## config.mk

```make
export PLATFORM = sky130hd
export DESIGN_NAME = bus_cycle_frontend
export DESIGN_NICKNAME = d
export VERILOG_FILES = /design/src/rtl/bus_pkg.sv /design/src/rtl/bus_addr_decode.sv /design/src/rtl/bus_cycle_frontend.sv
export SDC_FILE = /design/constraint.sdc
export NUM_CORES = 1
export LEC_CHECK = 0
export CAP_MARGIN = 10
export CORE_ASPECT_RATIO = 1.75
export CORE_MARGIN = 5
export CORE_UTILIZATION = 41
export CTS_BUF_LIST = sky130_fd_sc_hd__clkbuf_4 sky130_fd_sc_hd__clkbuf_8 sky130_fd_sc_hd__clkbuf_16
export CTS_CLUSTER_DIAMETER = 200
export DETAILED_ROUTE_END_ITERATION = 10
export GPL_ROUTABILITY_DRIVEN = 0
export PLACE_DENSITY = 0.76
export RECOVER_POWER = 25
export SLEW_MARGIN = 20
export SYNTH_ARGS = -nofsm -noshare
export SYNTH_HDL_FRONTEND = slang
export SYNTH_SLANG_ARGS = --single-unit
```

## constraint.sdc

```tcl
create_clock -name CLK -period 1.7 [get_ports CLK]
set_input_delay 0.34 -clock CLK [delete_from_list [all_inputs] [get_ports CLK]]
set_output_delay 0.34 -clock CLK [all_outputs]
set_load 0.02 [all_outputs]
```

## src/rtl/bus_pkg.sv

```systemverilog
// Shared types and constants for the 8088 bus-cycle front end.
// Optional watchdog in bus_cycle_frontend is enabled by BUS_TIMEOUT_EN.
package bus_pkg;

    typedef enum logic [4:0] {
        ST_IDLE     = 5'b00001,
        ST_LATCH    = 5'b00010,
        ST_ARMED    = 5'b00100,
        ST_WAIT     = 5'b01000,
        ST_COMPLETE = 5'b10000
    } state_t;

    typedef enum logic {
        CYC_MEM = 1'b0,
        CYC_IO  = 1'b1
    } cyc_t;

    typedef struct packed {
        logic io1;
        logic io0;
        logic mem1;
        logic mem0;
    } cs_t;

    localparam int MEM_SPLIT_BIT = 19;
    localparam int IO_WIN_BITS   = 4;

endpackage

```

## src/rtl/bus_addr_decode.sv

```systemverilog
// Address + IO/M to chip-select decode; addr excludes the in-window offset bits.
// At most one select is high; mapped flags any hit.
module bus_addr_decode
    import bus_pkg::*;
#(
    parameter logic [15:0] IO0_BASE = 16'h00F0,
    parameter logic [15:0] IO1_BASE = 16'h00E0
) (
    input  logic [19:IO_WIN_BITS] addr,
    input  logic                  iom,
    output cs_t                   cs,
    output logic                  mapped
);

    always_comb begin
        cs = '0;
        if (cyc_t'(iom) == CYC_MEM) begin
            if (addr[MEM_SPLIT_BIT]) cs.mem1 = 1'b1;
            else                     cs.mem0 = 1'b1;
        end else if (addr[19:16] == 4'h0) begin
            // IO0 is tested first so it wins when both bases coincide
            if (addr[15:IO_WIN_BITS] == IO0_BASE[15:IO_WIN_BITS])
                cs.io0 = 1'b1;
            else if (addr[15:IO_WIN_BITS] == IO1_BASE[15:IO_WIN_BITS])
                cs.io1 = 1'b1;
        end
        mapped = |cs;
    end

endmodule

```

## src/rtl/bus_cycle_frontend.sv

```systemverilog
// 8088 bus front end: address latch, chip-select decode, ALE re-time, READY wait states.
// Define BUS_TIMEOUT_EN to add the ARMED-state watchdog driving BUS_ERR.
module bus_cycle_frontend
    import bus_pkg::*;
#(
    parameter int          WAIT_STATES    = 1,
    parameter logic [15:0] IO0_BASE       = 16'h00F0,
    parameter logic [15:0] IO1_BASE       = 16'h00E0,
    parameter int          TIMEOUT_CYCLES = 64
) (
    input  logic        CLK,
    input  logic        RESET,
    input  logic        ALE,
    input  logic        IOM,
    input  logic        RD,
    input  logic        WR,
    input  logic [7:0]  AD,
    input  logic [11:0] A,
    output logic [19:0] ADDR_Q,
    output logic        IOM_Q,
    output logic        ALE_Q,
    output logic        CS_MEM0,
    output logic        CS_MEM1,
    output logic        CS_IO0,
    output logic        CS_IO1,
    output logic        READY,
    output logic        BUS_ERR
);

    localparam logic [3:0] WS_LOAD =
        (WAIT_STATES > 0) ? 4'(WAIT_STATES - 1) : 4'd0;
    localparam bit NO_WAIT = (WAIT_STATES == 0);

    state_t      state;
    logic [3:0]  cnt;
    cs_t         cs_q;
    cs_t         dec_cs;
    logic        dec_mapped;
    logic        strobe;
    logic [19:0] bus_addr;

    assign strobe   = !RD || !WR;
    assign bus_addr = {A, AD};

    // Decode the address being latched so CS lines up with ALE_Q
    bus_addr_decode #(
        .IO0_BASE (IO0_BASE),
        .IO1_BASE (IO1_BASE)
    ) u_decode (
        .addr   (bus_addr[19:IO_WIN_BITS]),
        .iom    (IOM),
        .cs     (dec_cs),
        .mapped (dec_mapped)
    );

`ifdef BUS_TIMEOUT_EN
    localparam int TW = $clog2(TIMEOUT_CYCLES + 1);
    logic [TW-1:0] tcnt;
    logic          err_q;
    assign BUS_ERR = err_q;
`else
    assign BUS_ERR = 1'b0;
`endif

    always_ff @(posedge CLK) begin
        if (RESET) begin
            state  <= ST_IDLE;
            cnt    <= '0;
            cs_q   <= '0;
            ADDR_Q <= '0;
            IOM_Q  <= 1'b0;
            ALE_Q  <= 1'b0;
            READY  <= 1'b1;
`ifdef BUS_TIMEOUT_EN
            tcnt   <= '0;
            err_q  <= 1'b0;
`endif
        end else begin
            ALE_Q <= 1'b0;
`ifdef BUS_TIMEOUT_EN
            err_q <= 1'b0;
`endif
            unique case (state)
                ST_IDLE: begin
                    if (ALE) begin
                        ADDR_Q <= bus_addr;
                        IOM_Q  <= IOM;
                        ALE_Q  <= 1'b1;
                        cs_q   <= dec_mapped ? dec_cs : '0;
                        state  <= ST_LATCH;
                    end
                end
                ST_LATCH: begin
                    state <= ST_ARMED;
`ifdef BUS_TIMEOUT_EN
                    tcnt  <= '0;
`endif
                end
                ST_ARMED: begin
                    if (strobe) begin
                        // Unmapped cycles complete with no wait states
                        if (NO_WAIT || cs_q == '0) begin
                            state <= ST_COMPLETE;
                        end else begin
                            cnt   <= WS_LOAD;
                            READY <= 1'b0;
                            state <= ST_WAIT;
                        end
                    end else if (ALE) begin
                        ADDR_Q <= bus_addr;
                        IOM_Q  <= IOM;
                        ALE_Q  <= 1'b1;
                        cs_q   <= dec_mapped ? dec_cs : '0;
                        state  <= ST_LATCH;
                    end
`ifdef BUS_TIMEOUT_EN
                    else if (tcnt == TW'(TIMEOUT_CYCLES - 1)) begin
                        cs_q  <= '0;
                        err_q <= 1'b1;
                        state <= ST_IDLE;
                    end else begin
                        tcnt <= tcnt + 1'b1;
                    end
`endif
                end
                ST_WAIT: begin
                    if (cnt != 4'd0) begin
                        cnt <= cnt - 4'd1;
                    end else begin
                        READY <= 1'b1;
                        state <= ST_COMPLETE;
                    end
                end
                ST_COMPLETE: begin
                    if (RD && WR) begin
                        cs_q  <= '0;
                        state <= ST_IDLE;
                    end
                end
                default: state <= ST_IDLE;
            endcase
        end
    end

    assign CS_MEM0 = cs_q.mem0;
    assign CS_MEM1 = cs_q.mem1;
    assign CS_IO0  = cs_q.io0;
    assign CS_IO1  = cs_q.io1;

endmodule

```

==> results of run 1 <==
## synthesized netlist by cell type (2+ instances only)
cell type,n
dfxtp_1,36
nor2_1,26
mux2i_1,21
inv_1,8
buf_2,5
nor2b_1,5
a2111oi_0,4
clkbuf_1,4
nor3_1,4
a211oi_1,3
a31oi_1,3
nand4b_1,3
o21ai_1,3
o41ai_1,3
xor2_1,3
a21boi_1,2
a21oi_1,2
buf_4,2
buf_6,2
ha_1,2
mux2_1,2
nand2_1,2
nand4_1,2
nor4_1,2
nor4b_1,2
nor4b_2,2
or4_1,2
## routing by layer
metal / GRT usage / routed length, µm
met1: 0.154 / 1600
met3: 0.0407 / 156
met4: 0.0737 / 61
met2: 0.304 / 2550
met5: 0 / 0
## metrics by stage
step / area, µm² / utilization / total power, mW / setup WS [ps] / TNS [ps]
final: 2670 / 0.655 / 2.25 / -42.8 / -42.8
after global routing: 2670 / 0.655 / 2.37 / -111 / -117
after CTS: 2560 / 0.629 / 2.23 / 6.07 / 0
after detailed placement: 2450 / 0.602 / 1.59 / -373 / -8460
after global placement: 2450 / 0.602 / 1.58 / -379 / -8470
after floorplan: 1700 / - / 1.29 / 63.7 / 0
## worst max-delay path, delay by kind of cell
kind,cells,cell delay [ps]
buffers and inverters,1,470
muxes,1,200
and+or+nand+nor,2,520
AOI/OAI and AO/OA,1,460
## power by group
group / total [mW] / internal (mW) / switching (mW)
logic: 0.680 / 0.377 / 0.303
clock network: 0.624 / 0.307 / 0.316
registers: 0.948 / 0.906 / 0.0417
## sequential cells by signal, summed over array words and instances, names as in the netlist
register  flops
ADDR_Q       20
ALE_Q         1
CS_IO0        1
CS_IO1        1
CS_MEM0       1
CS_MEM1       1
IOM_Q         1
READY         1
cnt           4
state         5
## layout make-up
cell class | count | area [µm²]
clock buffers | 6 | 76.3
clock inverters | 2 | 16.3
fillers | 320 | 1410
inverters | 8 | 30.0
multi-input cells | 116 | 952
flip-flops and latches | 36 | 724
well taps | 49 | 61.3
repair buffers | 83 | 806
## what timing repair did
action / 4_1_cts / 5_1_grt
endpoints found under the setup margin: 18 / 29
setup buffers: 0 / 2
gates cloned: 0 / 1
gates resized for setup: 4 / 17
pin swaps: 0 / 5
hold buffers: 0 / 0
## kinds of logic after synthesis
logic type / synth area share
buf+inv: 0.0653
flops: 0.423
compound gates: 0.132
other cells: 0.00220
simple gates: 0.211
mux: 0.137
xor+xnor: 0.0154
fa+ha+maj: 0.0147
## worst max-delay path by stage
stage / to / startpoint / cells after the start
6_report: CS_IO0$_SDFFE_PP0P_ / AD[5] / 5
3_3_place_gp: ADDR_Q[8]$_SDFFE_PP0P_ / ALE / 6
3_5_place_dp: ADDR_Q[10]$_SDFFE_PP0P_ / ALE / 6
2_1_floorplan: cnt[1]$_SDFFE_PP0P_ / CS_MEM0$_SDFFE_PP0P_ / 5
5_1_grt: CS_IO0$_SDFFE_PP0P_ / A[0] / 5
4_1_cts: ADDR_Q[10]$_SDFFE_PP0P_ / ALE / 6
==> metrics.csv, run 1 <==
stage,metric,value,unit
outcome,status,finished with violations,
outcome,failing checks,negative setup slack,
layout,Post-Layout Cell Count,300,
setup_path,worst r2r path cells,5,
floorplan,row cnt,31,
layout,final net count,278,
routing,remaining antenna violation count,0,
layout,share of layout cells above drive strength 1,0.235,
clock_tree,Max clock buf depth,2,
worst_hold_path,hold depth,3,
synth,warnings from Yosys,0,
worst_hold_path,Hold WC Path Type,primary input to flip-flop,
pwr,Peak VDD IR,0.727,mV
setup_path,worst-path maximum fanout,2,
sta,endpoints failing hold,0,
routing,wire per inst,14.6,µm
floorplan,# IOs,54,
clock_tree,TritonCTS Buffers,5,
run,maxcap violations,0,
global_routing,GRT Residual Overflow,0,
setup_path,Critical Path Start Type,primary input,
clock_tree,"Reg clk slew, reported paths",80,ps
synth,"Seq/Total Area, Yosys",0.423,
synth,top_reg_cell synth,dfxtp_1,
layout,number of diodes,0,
setup_path,crit-path max cell delay,470,ps
worst_hold_path,Min-Delay Endpoint,state[0]$_SDFFE_PP1P_,
setup_path,slowest cell on the critical path,clkdlybuf4s50_1,
sta,Final min period,1740,ps
global_routing,initial antenna violation count,0,
routing,DRC violations left,0,
place,count of input and output buffers,52,
global_routing,largest net degree at the start of global routing,27,
layout,"commonest cells after routing, fill and taps aside","clkdlybuf4s50_1, dfxtp_1, nor2_1, buf_4, mux2i_1",
synth,Synth top area share,0.423,
clock_tree,CTS tree,yes,
synth,syn nets,202,
floorplan,chip width,58.7,µm
routing,final WL,4.37,mm
clock_tree,H-tree levels,2,
routing,first-iteration detailed-routing DRC count,21,
setup_path,WP data arrival,1980,ps
layout,"most common cell after layout, fill and taps aside",clkdlybuf4s50_1,
setup_path,reg2reg start,state[4]$_SDFFE_PP0P_,
setup_path,Setup CP Type,primary input to flip-flop,
floorplan,Core Box Area,0.00407,mm²
sta,final hold slack,452,ps
global_routing,total track usage,0.160,
clock_tree,Sink Count,36,
sta,ratio of final minimum period to clock period,1.03,
sta,fmax,574,MHz
floorplan,Starting Density,0.418,
place,hpwl dp,3.25,mm
synth,Post-Syn Instances,174,
sta,final slew viol count,0,
routing,vias per cell,5.22,
clock_tree,Clock Latency Late Sink,290,ps
place,placed cells,289,
synth,mean post-synth cell area,9.79,µm²
pwr,Leak Pwr,1.07,nW
synth,Synth Register Bits,36,
synth,mapped cell area,0.00170,mm²
clock_tree,Root Buffer,clkbuf_8,
synth,number of flops mapped to enable cells by yosys,0,
routing,TritonRoute pass-1 iters,3,
synth,Synth area leaders,"dfxtp_1, mux2i_1, nor2_1, a2111oi_0, nor2b_1",
setup_path,Critical Path End Type,flip-flop,
layout,Syn-to-layout area delta,56.5,%
global_routing,vias in the first global route,1546,
global_routing,first-pass GRT wire length,6.77,mm
setup_path,Required @ worst endpoint,1940,ps
routing,vias post-DR,1566,
sta,final setup violation count,1,
pwr,Power per Cell Area,845,mW/mm²
floorplan,Die Height,95.3,µm
setup_path,R2R Path End,CS_IO0$_SDFFE_PP0P_,
setup_path,CP cell instances,"clkdlybuf4s50_1, nor4bb_1, nand4_1, a2111oi_0, mux2_1",
synth,"FFs w/ async S/R, synth",0,
worst_hold_path,hold path startpoint,ALE,
sta,post-route setup slack,-42.8,ps
synth,"area leader, netlist",dfxtp_1,
floorplan,Die ar.,0.00560,mm²
setup_path,r2r setup slk,80,ps
sta,clock skew,5.52,ps
synth,Synth cell types,46,
Note: power is estimated with default switching activity, not from simulation.
==> inputs of run 2 (changes only) <==
--- a/config.mk
+++ b/config.mk
@@ -15,3 +15,3 @@
 export GPL_ROUTABILITY_DRIVEN = 0
-export PLACE_DENSITY = 0.76
+export PLACE_DENSITY = 0.75
 export RECOVER_POWER = 25
--- a/constraint.sdc
+++ b/constraint.sdc
@@ -3,2 +3,2 @@
 set_output_delay 0.34 -clock CLK [all_outputs]
-set_load 0.02 [all_outputs]
+set_load 0.01 [all_outputs]
==> run 2 against run 1 <==
  * The flow now finishes without violations
  * Non-clock buffer count decreased by 1
  * Register-to-register slack about the same
  * Clock skew decreased by 1.0 ps
  * Global-route usage increased by 1.2 points
  * Count of clock-buffer cells in the layout unchanged
  * Power decreased by 5.6%
  * Cell area decreased by 0.70%
  * Clock power decreased by 6.7%
  * Largest power group unchanged
  * Wire length increased by 6.2%
  * Combinational power decreased by 14%
==> metrics.csv, run 2 (same netlist as run 1, synthesis figures left out) <==
stage,metric,value,unit
clock_tree,# hold bufs at CTS,0,
clock_tree,Root Buffer,clkbuf_8,
layout,number of diodes,0,
layout,share of layout cells above drive strength 1,0.229,
floorplan,Core Box Area,0.00407,mm²
routing,first-iteration detailed-routing DRC count,4,
clock_tree,CTS tree,yes,
setup_path,reg2reg start,state[0]$_SDFFE_PP1P_,
global_routing,initial antenna violation count,0,
worst_hold_path,Min-Delay Endpoint,ADDR_Q[7]$_SDFFE_PP0P_,
clock_tree,Clock Latency Late Sink,290,ps
setup_path,Required @ worst endpoint,1940,ps
setup_path,worst r2r path cells,4,
layout,Syn-to-layout area delta,55.4,%
sta,clock skew,4.51,ps
sta,post-route setup slack,23.3,ps
clock_tree,H-tree levels,2,
floorplan,chip width,58.7,µm
routing,remaining antenna violation count,0,
worst_hold_path,hold depth,3,
setup_path,WP data arrival,1910,ps
sta,fmax,596,MHz
global_routing,GRT Residual Overflow,0,
pwr,Tot Pwr,2.13,mW
routing,final WL,4.64,mm
place,Post-DP Area,0.00243,mm²
layout,final net count,277,
clock_tree,Max clock buf depth,2,
place,pre-CTS WS,-413,ps
place,hpwl dp,3.52,mm
setup_path,slowest cell on the critical path,clkdlybuf4s50_1,
worst_hold_path,Hold WC Path Type,primary input to flip-flop,
setup_path,Critical Path Start Type,primary input,
sta,RSZ-0062 raised after global routing,true,
routing,vias post-DR,1539,
layout,Largest Register,ADDR_Q,
place,count of input and output buffers,52,
worst_hold_path,hold path startpoint,AD[7],
sta,final hold slack,395,ps
sta,endpoints failing hold,0,
clock_tree,Sink Count,36,
sta,Final min period,1680,ps
floorplan,Die Height,95.3,µm
pwr,Peak VDD IR,0.628,mV
global_routing,total track usage,0.172,
pwr,Leak Pwr,1.15,nW
setup_path,R2R Path End,CS_IO1$_SDFFE_PP0P_,
sta,final slew viol count,0,
layout,fin area,0.00265,mm²
clock_tree,TritonCTS Buffers,5,
layout,max reg flops,20,
layout,"commonest cells after routing, fill and taps aside","clkdlybuf4s50_1, dfxtp_1, buf_4",
routing,DRC violations left,0,
routing,wire per inst,15.6,µm
sta,final setup violation count,0,
setup_path,worst-path maximum fanout,2,
pwr,Power per Cell Area,803,mW/mm²
floorplan,row cnt,31,
floorplan,Die ar.,0.00560,mm²
layout,Largest regs,"ADDR_Q (20), state (5), cnt (4)",
global_routing,first-pass GRT wire length,7.31,mm
layout,"most common cell after layout, fill and taps aside",clkdlybuf4s50_1,
sta,ratio of final minimum period to clock period,0.986,
setup_path,Setup CP Type,primary input to flip-flop,
global_routing,vias in the first global route,1643,
setup_path,crit-path max cell delay,470,ps
floorplan,Starting Density,0.418,
global_routing,largest net degree at the start of global routing,23,
setup_path,r2r setup slk,80,ps
setup_path,Critical Path End Type,flip-flop,
clock_tree,"Reg clk slew, reported paths",70,ps
layout,layout filler cell count,333,
run,maxcap violations,0,
layout,fin util,0.650,
routing,TritonRoute pass-1 iters,4,
floorplan,# IOs,54,
outcome,status,completed,
setup_path,CP cell instances,"clkdlybuf4s50_1, nor4bb_1, nand4_1, a2111oi_2, mux2_4",
routing,vias per cell,5.16,
run 2: layout make-up:
class / count / area (µm²) / area share
Clock buffer: 6 / 76.3 / 0.0288
Tap cell: 49 / 61.3 / 0.0232
Sequential cell: 36 / 726 / 0.274
Clock inverter: 1 / 5.00 / 0.00189
Multi-Input combinational cell: 116 / 952 / 0.360
Timing Repair Buffer: 82 / 797 / 0.301
Inverter: 8 / 30.0 / 0.0113
run 2: timing repair:
action	4_1_cts	5_1_grt
resized for setup	7	21
endpoints found under the setup margin	3	21
pin swaps	3	4
setup buffers	0	2
cloned	0	1
run 2: layer usage:
layer,routed length (µm),global-route usage
met5,0,0
met4,152,0.0945
met3,228,0.0447
met2,2690,0.327
met1,1570,0.159
run 2: worst max-delay path by stage:
stage | startpoint | end | slack [ps]
floorplan | state[4]$_SDFFE_PP0P_ | CS_IO0$_SDFFE_PP0P_ | 100
global placement | A[0] | CS_IO0$_SDFFE_PP0P_ | -430
detailed placement | A[1] | CS_IO0$_SDFFE_PP0P_ | -410
CTS | ALE | CS_IO1$_SDFFE_PP0P_ | 1
global route | state[4]$_SDFFE_PP0P_ | ADDR_Q[7]$_SDFFE_PP0P_ | 7
finish | AD[5] | CS_IO0$_SDFFE_PP0P_ | 20
run 2: critical path, delay by kind of cell:
family          cells  cell delay, ps
simple gates        2             520
buf+inv             1             470
compound gates      1             390
mux                 1             200
run 2: per-stage QoR:
stage,TNS [ps],instances
finish,0,298
global route,0,298
CTS,0,295
detailed placement,-6850,288
global placement,-5750,288
floorplan,0,174
run 2: report_power, final:
group,switching [mW],total [mW],leakage [nW],internal [mW]
registers,0.0493,0.956,0.295,0.907
clock network,0.288,0.582,0.0445,0.294
logic,0.255,0.587,0.807,0.332
